## config.mk

```make
export PLATFORM = sky130hd
export DESIGN_NAME = control_unit
export DESIGN_NICKNAME = d
export VERILOG_FILES = /design/src/rtl/control_unit.sv
export SDC_FILE = /design/constraint.sdc
export NUM_CORES = 1
export LEC_CHECK = 0
export CAP_MARGIN = 40
export CORE_MARGIN = 2
export CORE_UTILIZATION = 47
export DETAILED_ROUTE_END_ITERATION = 8
export PLACE_DENSITY = 0.94
export SLEW_MARGIN = 15
export SYNTH_ARGS = -nofsm -noshare
export SYNTH_HDL_FRONTEND = slang
export SYNTH_SLANG_ARGS = --single-unit
```

## constraint.sdc

```tcl
create_clock -name clk -period 3.3 [get_ports clk]
set_input_delay 0.825 -clock clk [delete_from_list [all_inputs] [get_ports clk]]
set_output_delay 0.825 -clock clk [all_outputs]
set_load 0.02 [all_outputs]
```

## src/rtl/control_unit.sv

```systemverilog
// control_unit: multi-cycle fetch/decode/execute/writeback sequencer
// that feeds decoded ARM fields and the NZCV register to the ALU.
module control_unit #(
    parameter logic [31:0] RESET_PC = 32'h0000_0000
) (
    input  logic        clk,
    input  logic        rst,
    output logic        imem_req,
    output logic [31:0] imem_addr,
    input  logic        imem_ack,
    input  logic [31:0] imem_rdata,
    output logic        cu_execute,
    output logic [4:0]  instrution,
    output logic [3:0]  rn_sel,
    output logic [3:0]  rm_sel,
    output logic [3:0]  rs_sel,
    output logic [3:0]  rd_sel,
    output logic [4:0]  imm_shift,
    output logic [11:0] imm_operand,
    output logic [23:0] br_offset_imm,
    output logic        br_L,
    output logic        IMM,
    output logic        S,
    output logic [1:0]  stype,
    output logic        flag_n,
    output logic        flag_z,
    output logic        flag_c,
    output logic        flag_v,
    input  logic        alu_n,
    input  logic        alu_z,
    input  logic        alu_c,
    input  logic        alu_v,
    input  logic [31:0] alu_rd,
    input  logic [31:0] alu_w_pc,
    input  logic [31:0] alu_w_lr,
    output logic [31:0] pc,
    output logic        rf_we,
    output logic        lr_we,
    output logic        undef
);

    localparam logic [4:0] OP_MOV_LAS = 5'h0D;
    localparam logic [4:0] OP_B       = 5'h10;
    localparam logic [4:0] OP_BX      = 5'h11;
    localparam logic [4:0] OP_ERET    = 5'h12;
    localparam logic [4:0] OP_UNDEF   = 5'h1F;

    typedef enum logic [1:0] {
        S_FETCH,
        S_DECODE,
        S_EXEC,
        S_WB
    } state_t;

    state_t      r_state;
    logic [31:0] r_ir;
    logic [31:0] r_pc;
    logic        r_n, r_z, r_c, r_v;
    logic        r_req;
    logic        r_exec;
    logic        r_cu_execute;
    logic [4:0]  r_op;
    logic [3:0]  r_rn, r_rm, r_rs, r_rd;
    logic [4:0]  r_sh;
    logic [11:0] r_imm;
    logic [23:0] r_off;
    logic        r_brl, r_immb, r_s;
    logic [1:0]  r_st;
    logic        r_rf_we, r_lr_we, r_undef;

    logic        w_is_b, w_is_bx, w_is_eret, w_is_mov;
    logic [4:0]  w_op;
    logic        w_cond;
    logic        w_unused;

    // Link value and ALU V are consumed elsewhere, never by the sequencer.
    assign w_unused = ^{alu_w_lr, alu_v};

    assign w_is_b    = (r_ir[27:25] == 3'b101);
    assign w_is_bx   = (r_ir[27:4] == 24'h12FFF1);
    assign w_is_eret = (r_ir[27:0] == 28'h160006E);
    assign w_is_mov  = (r_ir[27:26] == 2'b00) &&
                       (r_ir[24:21] == 4'b1101);

    always_comb begin
        w_op = OP_UNDEF;
        unique case (1'b1)
            w_is_b:    w_op = OP_B;
            w_is_bx:   w_op = OP_BX;
            w_is_eret: w_op = OP_ERET;
            w_is_mov:  w_op = OP_MOV_LAS;
            default:   w_op = OP_UNDEF;
        endcase
    end

    always_comb begin
        w_cond = 1'b0;
        unique case (r_ir[31:28])
            4'h0: w_cond = r_z;
            4'h1: w_cond = !r_z;
            4'h2: w_cond = r_c;
            4'h3: w_cond = !r_c;
            4'h4: w_cond = r_n;
            4'h5: w_cond = !r_n;
            4'h6: w_cond = r_v;
            4'h7: w_cond = !r_v;
            4'h8: w_cond = r_c && !r_z;
            4'h9: w_cond = !r_c || r_z;
            4'hA: w_cond = (r_n == r_v);
            4'hB: w_cond = (r_n != r_v);
            4'hC: w_cond = !r_z && (r_n == r_v);
            4'hD: w_cond = r_z || (r_n != r_v);
            4'hE: w_cond = 1'b1;
            4'hF: w_cond = 1'b0;
        endcase
    end

    always_ff @(posedge clk or negedge rst) begin
        if (!rst) begin
            r_state      <= S_FETCH;
            r_ir         <= '0;
            r_pc         <= RESET_PC;
            r_n          <= 1'b0;
            r_z          <= 1'b0;
            r_c          <= 1'b0;
            r_v          <= 1'b0;
            r_req        <= 1'b0;
            r_exec       <= 1'b0;
            r_cu_execute <= 1'b0;
            r_op         <= OP_UNDEF;
            r_rn         <= '0;
            r_rm         <= '0;
            r_rs         <= '0;
            r_rd         <= '0;
            r_sh         <= '0;
            r_imm        <= '0;
            r_off        <= '0;
            r_brl        <= 1'b0;
            r_immb       <= 1'b0;
            r_s          <= 1'b0;
            r_st         <= '0;
            r_rf_we      <= 1'b0;
            r_lr_we      <= 1'b0;
            r_undef      <= 1'b0;
        end else begin
            r_cu_execute <= 1'b0;
            r_rf_we      <= 1'b0;
            r_lr_we      <= 1'b0;
            r_undef      <= 1'b0;
            unique case (r_state)
                S_FETCH: begin
                    r_req <= 1'b1;
                    if (r_req && imem_ack) begin
                        r_ir    <= imem_rdata;
                        r_req   <= 1'b0;
                        r_state <= S_DECODE;
                    end
                end
                S_DECODE: begin
                    r_op         <= w_op;
                    r_exec       <= w_cond && (w_op != OP_UNDEF);
                    r_cu_execute <= w_cond && (w_op != OP_UNDEF);
                    r_rn   <= '0;
                    r_rm   <= '0;
                    r_rs   <= '0;
                    r_rd   <= '0;
                    r_sh   <= '0;
                    r_imm  <= '0;
                    r_off  <= '0;
                    r_brl  <= 1'b0;
                    r_immb <= 1'b0;
                    r_s    <= 1'b0;
                    r_st   <= '0;
                    if (w_is_b) begin
                        r_brl <= r_ir[24];
                        r_off <= r_ir[23:0];
                    end
                    if (w_is_bx) begin
                        r_rm <= r_ir[3:0];
                    end
                    if (w_is_mov) begin
                        r_immb <= r_ir[25];
                        r_s    <= r_ir[20];
                        r_rn   <= r_ir[19:16];
                        r_rd   <= r_ir[15:12];
                        r_rs   <= r_ir[11:8];
                        r_sh   <= r_ir[11:7];
                        r_st   <= r_ir[6:5];
                        r_rm   <= r_ir[3:0];
                        r_imm  <= r_ir[11:0];
                    end
                    r_state <= S_EXEC;
                end
                S_EXEC: begin
                    r_state <= S_WB;
                end
                S_WB: begin
                    r_state <= S_FETCH;
                    r_req   <= 1'b1;
                    r_undef <= (r_op == OP_UNDEF);
                    if (r_exec && r_op == OP_MOV_LAS) begin
                        r_rf_we <= 1'b1;
                        r_pc    <= r_pc + 32'd4;
                        if (r_s) begin
                            r_n <= alu_n;
                            r_z <= alu_z;
                            r_c <= alu_c;
                        end
                    end else if (r_exec && r_op == OP_B) begin
                        r_pc    <= alu_w_pc;
                        r_lr_we <= r_brl;
                    end else if (r_exec && r_op == OP_BX) begin
                        r_pc    <= alu_rd & ~32'h1;
                        r_lr_we <= r_brl;
                    end else begin
                        r_pc <= r_pc + 32'd4;
                    end
                end
                default: r_state <= S_FETCH;
            endcase
        end
    end

    assign imem_req      = r_req;
    assign imem_addr     = r_pc;
    assign pc            = r_pc;
    assign cu_execute    = r_cu_execute;
    assign instrution    = r_op;
    assign rn_sel        = r_rn;
    assign rm_sel        = r_rm;
    assign rs_sel        = r_rs;
    assign rd_sel        = r_rd;
    assign imm_shift     = r_sh;
    assign imm_operand   = r_imm;
    assign br_offset_imm = r_off;
    assign br_L          = r_brl;
    assign IMM           = r_immb;
    assign S             = r_s;
    assign stype         = r_st;
    assign flag_n        = r_n;
    assign flag_z        = r_z;
    assign flag_c        = r_c;
    assign flag_v        = r_v;
    assign rf_we         = r_rf_we;
    assign lr_we         = r_lr_we;
    assign undef         = r_undef;

endmodule

```

# Word-level counts from Yosys, hierarchy flattened
# Index checks and enable logic that the tools add are counted.
dict set report totals {
  regBits 142
  input_bits 135
  out_inout_bits 140
  elab_cells 104
}
dict set report op_classes {
  n_addsub 1
  eq_ne 30
  mux 29
  n_reduce_logical 20
}
# cell n
set op_table {}
lappend op_table {{32-bit two-way mux} 3}
lappend op_table {{4-bit == test (second input constant)} 9}
lappend op_table {{32-bit by 3-bit adder with 32-bit output (second input constant)} 1}
lappend op_table {{28-bit by 25-bit == test with 1-bit output (second input constant)} 1}
lappend op_table {{24-bit by 21-bit == test with 1-bit output (second input constant)} 1}
lappend op_table {{24-bit two-way mux} 1}
lappend op_table {{4-bit two-way mux} 5}
lappend op_table {{5-bit case mux with 4 select lines} 1}
lappend op_table {{4-bit by 3-bit == test with 1-bit output (second input constant)} 4}
lappend op_table {{1-bit case mux with 16 select lines} 1}
lappend op_table {{5-bit == test (second input constant)} 3}
lappend op_table {{1-bit two-way mux} 12}
lappend op_table {{12-bit two-way mux} 1}
lappend op_table {{4-bit by 2-bit == test with 1-bit output (second input constant)} 2}
lappend op_table {{1-bit logical AND} 8}
lappend op_table {{2-bit case mux with 4 select lines} 1}
lappend op_table {{5-bit by 4-bit == test with 1-bit output (second input constant)} 1}
lappend op_table {{5-bit two-way mux} 1}
lappend op_table {{5-bit inequality test (second input constant)} 1}
lappend op_table {{2-bit == test (second input constant)} 2}
lappend op_table {{4-bit by 1-bit == test with 1-bit output (second input constant)} 1}
lappend op_table {{1-bit logical NOT} 4}
lappend op_table {{2-bit logical NOT} 2}
lappend op_table {{4-bit logical NOT} 1}
lappend op_table {{11 further kinds} 13}

# Depth between registers and ports, before layout
dict set report depth {
  depth_word 6
  depth_mapped 6
  ltp_nobuf 6
}

# Worst setup path after synthesis
# OpenSTA, ideal clock, no wires.
dict set report synth_timing {
  kind {reg-to-reg}
  startpoint {reg r_pc[8] (netlist: imem_addr[8])}
  endpoint {reg r_pc[17] (netlist: imem_addr[17])}
  setup_time_ns 0.069
  t_arrival_ns 1.875
  required_time_ns 3.231
  path_slack_ns 1.355
  stages_incl_launch_ff 6
  path_buffers 0
  synth_period_minus_slack_ns 1.945
  cell_sequence {dfrtp_1 -> and4_4 -> nand3_4 -> or3_4 -> or4_1 -> nand3_1}
}
dict set report synth_via {
  elab_chain_cells 4
}
# item line
set synth_rtl {}
lappend synth_rtl {{start, declared} 57} ;# logic [31:0] r_pc;
lappend synth_rtl {{start signal, assigned} 203} ;# r_pc <= r_pc + 32'd4;
lappend synth_rtl {{start signal, assigned} 210} ;# r_pc <= alu_w_pc;
lappend synth_rtl {{start signal, assigned} 213} ;# r_pc <= alu_rd & ~32'h1;
lappend synth_rtl {{32-bit by 3-bit adder with 32-bit output *} {203, 216}}
lappend synth_rtl {{32-bit two-way mux} 212} ;# end else if (r_exec && r_op == OP_BX) begin
lappend synth_rtl {{32-bit two-way mux} 209} ;# end else if (r_exec && r_op == OP_B) begin
lappend synth_rtl {{32-bit two-way mux *} 201} ;# if (r_exec && r_op == OP_MOV_LAS) begin
# Every way passes the cells marked *; elsewhere a longest branch is shown, timed or not.
# A chain may end at the register's enable or synchronous reset.

# Worst setup path after layout
dict set report layout_timing {
  startpoint {reg r_op[0] (netlist: instrution[0])}
  endpoint {out instrution[0]}
}
# item line
set layout_lines {}
lappend layout_lines {{start, declared} 62} ;# logic [4:0] r_op;
lappend layout_lines {{start signal, assigned} 160} ;# r_op <= w_op;
lappend layout_lines {{end, declared} 13} ;# output logic [4:0] instrution,
# No word-level cell between the ends.

==> qor.yml <==
grt:
  grt_pass1_wl_um: 31600
  grt_max_degree: 63
  track_usage_pct: 27.2
  gr-total-overflow: 0
  antenna_found_initial: 0
  grt_pass1_vias: 5974
placed_design:
  numPortBuffers: 239
  gp_congestion: 0.856
  post-dp-hpwl_um: 14400
yosys:
  synth_fp_nets: 811
  synthMuxAreaShare_pct: 11.4
  synth_top_cell_by_area: "dfrtp_1"
  synth.area.top_cells: "dfrtp_1, mux2_2, o22ai_1, buf_4, nand2_1"
  synth_top_family_by_area: "compound AO/OA/AOI/OAI gates"
  yosys.cell_types.count: 58
  ys_seq_elements: 130
  synth_ff_type: "dfrtp_1"
  synthAdderAreaFrac_pct: 1.12
  synthSimpleGateAreaFrac_pct: 13.3
  syn_area_mm2: 0.00668
  synth_edf_count: 0
  synth_top_area_share_pct: 47.2
  seq_area_frac_synth_pct: 48.8
  syn_inst: 670
  synth_common_cells: "dfrtp_1, nand2_1, o22ai_1, inv_1, mux2_2"
  synth.avg_cell_area_um2: 9.97
  synthXorXnorAreaFrac_pct: 0.262
  synth_compound_area_share_pct: 14.6
  yosysMostFrequentCell: "dfrtp_1"
  postSynth.asyncResetShare_pct: 100
  ys_warn_count: 1
routing:
  wl_met2_um: 10700
  ant_nets: 0
  wl_met1_um: 7650
  wl_per_cell_um: 19.7
  dr.pass1.iters: 5
  routed.top_layer: "met4"
  routed_wl_um: 20700
  dr.first_iter.drc_count: 514
  drcViolationCount: 0
  via_count: 6038
  dr_wl_met3_um: 1750
  vias_per_cell: 5.76
critical_path:
  critical-path-max-stage-delay_ps: 700
  critical_path_class: "flop to output port"
  crit_path_end_kind: "output port"
  reg2reg_depth: 4
  crit_slowest_cell: "clkdlybuf4s50_1"
  crit_path_start_kind: "flop"
  rr_startpoint: "instrution[0]$_DFFE_PN1P_"
  path_cells: "clkdlybuf4s50_1"
  worstPathRequired_ps: 2470
  critical_path_depth: 1
  path_delay_family: "buffers and inverters"
  reg2reg_slack_ps: 970
  crit_buf_inv: 1
  worstSetupEndpoint: "instrution[0]"
  crit_path_start: "instrution[0]$_DFFE_PN1P_"
  r2r_end: "flag_c$_DFFE_PN0P_"
  critPathMaxFanout: 9
  critical_path_arrival_ps: 1790
power:
  finalPower_w: 0.00720
  p_per_area_mw_per_mm2: 756
  leakagePower_nw: 3.91
  ir_drop_mv: 0.536
job:
  drv_cap: 0
timing:
  timing.hold.ws_ps: 376
  fin_skew_ps: 9.21
  grt_setup_unrepaired: "no"
  clock.fmax_mhz: 383
  period_needed_ps: 2610
  finalCritPeriodShare_pct: 79.2
  tns_ps: 0
  worst_slew_pin_slew_ps: 864
  max_slew_margin_pct: 41.6
  drv_slew: 0
  hold_viol_final: 0
  setup_viol: 0
finish:
  nets: 997
  drive_gt1_share_pct: 12.7
  syn_to_final_growth_pct: 42.5
  final_util_pct: 68.6
  antennaDiodeCount: 0
floorplan:
  fp.coreArea_mm2: 0.0139
  pin_count: 275
  rows: 43
  dieArea_mm2: 0.0152
  die_x_um: 123
  start_util_pct: 48.1
  fp.dieH_um: 123
clock_tree:
  cts_setup_buffers: 0
  cts_buffer_depth: 2
  path_clk_slew_ps: 60
  clkLatencyLatePin_ps: 420
  ctsResizeCount: 0
  htree_levels: 4
  cts_tree: "done"
  clock-sinks: 130
  postCtsHoldBufs: 0
  numCtsBuffers: 17
  clockRootBuffer: "clkbuf_16"
run_status:
  status: "finished clean"
hold_path:
  holdCritPathClass: "input pin to asynchronous set/reset pin"
## state kept, by name, indices dropped and copies added (netlist names), 2 cells and up
register,flops
r_state,2
rn_sel,4
imem_addr,32
instrution,4
imm_operand,7
r_ir,32
rm_sel,4
rs_sel,4
rd_sel,4
br_offset_imm,24
## kinds of logic after synthesis
group,count (synthesis)
muxes,70
and+or+nand+nor,166
xor gates and xnor gates,2
buffers and inverters,142
other,1
DFF,130
AOI/OAI and AO/OA,153
adders and majority gates,6
## power breakdown
part | total [W] | switching (W) | internal, W
logic | 0.00278 | 0.00149 | 0.00130
registers | 0.00255 | 0.000501 | 0.00205
clock network | 0.00187 | 0.000745 | 0.00112
total | 0.00720 | 0.00273 | 0.00447
## metal layers
metal	GRT usage (%)	vias to the layer above
li1	-	2714
met1	32.1	2976
met2	46.9	308
met3	7.24	40
met4	11.1	0
met5	0	-
## metrics by stage
step	area (um^2)	std cells	worst slack (ps)
after floorplan	6680	670	1360
after global placement	8940	1017	1060
after detailed placement	8940	1017	1010
after CTS	9520	1049	675
after global routing	9520	1049	657
final	9520	1049	687
## worst min path at each step
stage | start | depth (start not counted) | endpoint | slack [ps]
floorplan | r_ir[24]$_DFFE_PN0P_ | 1 | r_ir[24]$_DFFE_PN0P_ | 490
global placement | imem_addr[1]$_DFFE_PN0P_ | 2 | imem_addr[1]$_DFFE_PN0P_ | 510
detailed placement | instrution[4]$_DFFE_PN1P_ | 2 | undef$_DFF_PN0_ | 520
CTS | rst | 1 | flag_c$_DFFE_PN0P_ | 390
global route | rst | 1 | flag_c$_DFFE_PN0P_ | 410
finish | rst | 1 | rd_sel[1]$_DFFE_PN0P_ | 380
## layout by cell type, fill, tap and decap left out, types with 5 or more instances in the layout
master and n:
a211oi_1 8, a21oi_1 26, and2_1 5, and3_1 8
buf_4 10, clkbuf_16 17, clkdlybuf4s50_1 238, dfrtp_1 126
inv_1 59, mux2_2 49, mux2i_1 21, nand2_1 69
nand3_1 19, nand4_1 11, nor2_1 14, o21ai_0 25
o22ai_1 62
## area by class of cell
cell class,count,area [um^2]
fill,982,4360
sequential,130,3260
multi-input combinational,398,2750
timing repair buffer,250,2490
clock buffer,18,429
tap,180,225
inverter,59,221
clock inverter,14,155
Note: power is estimated with default switching activity, not from simulation.
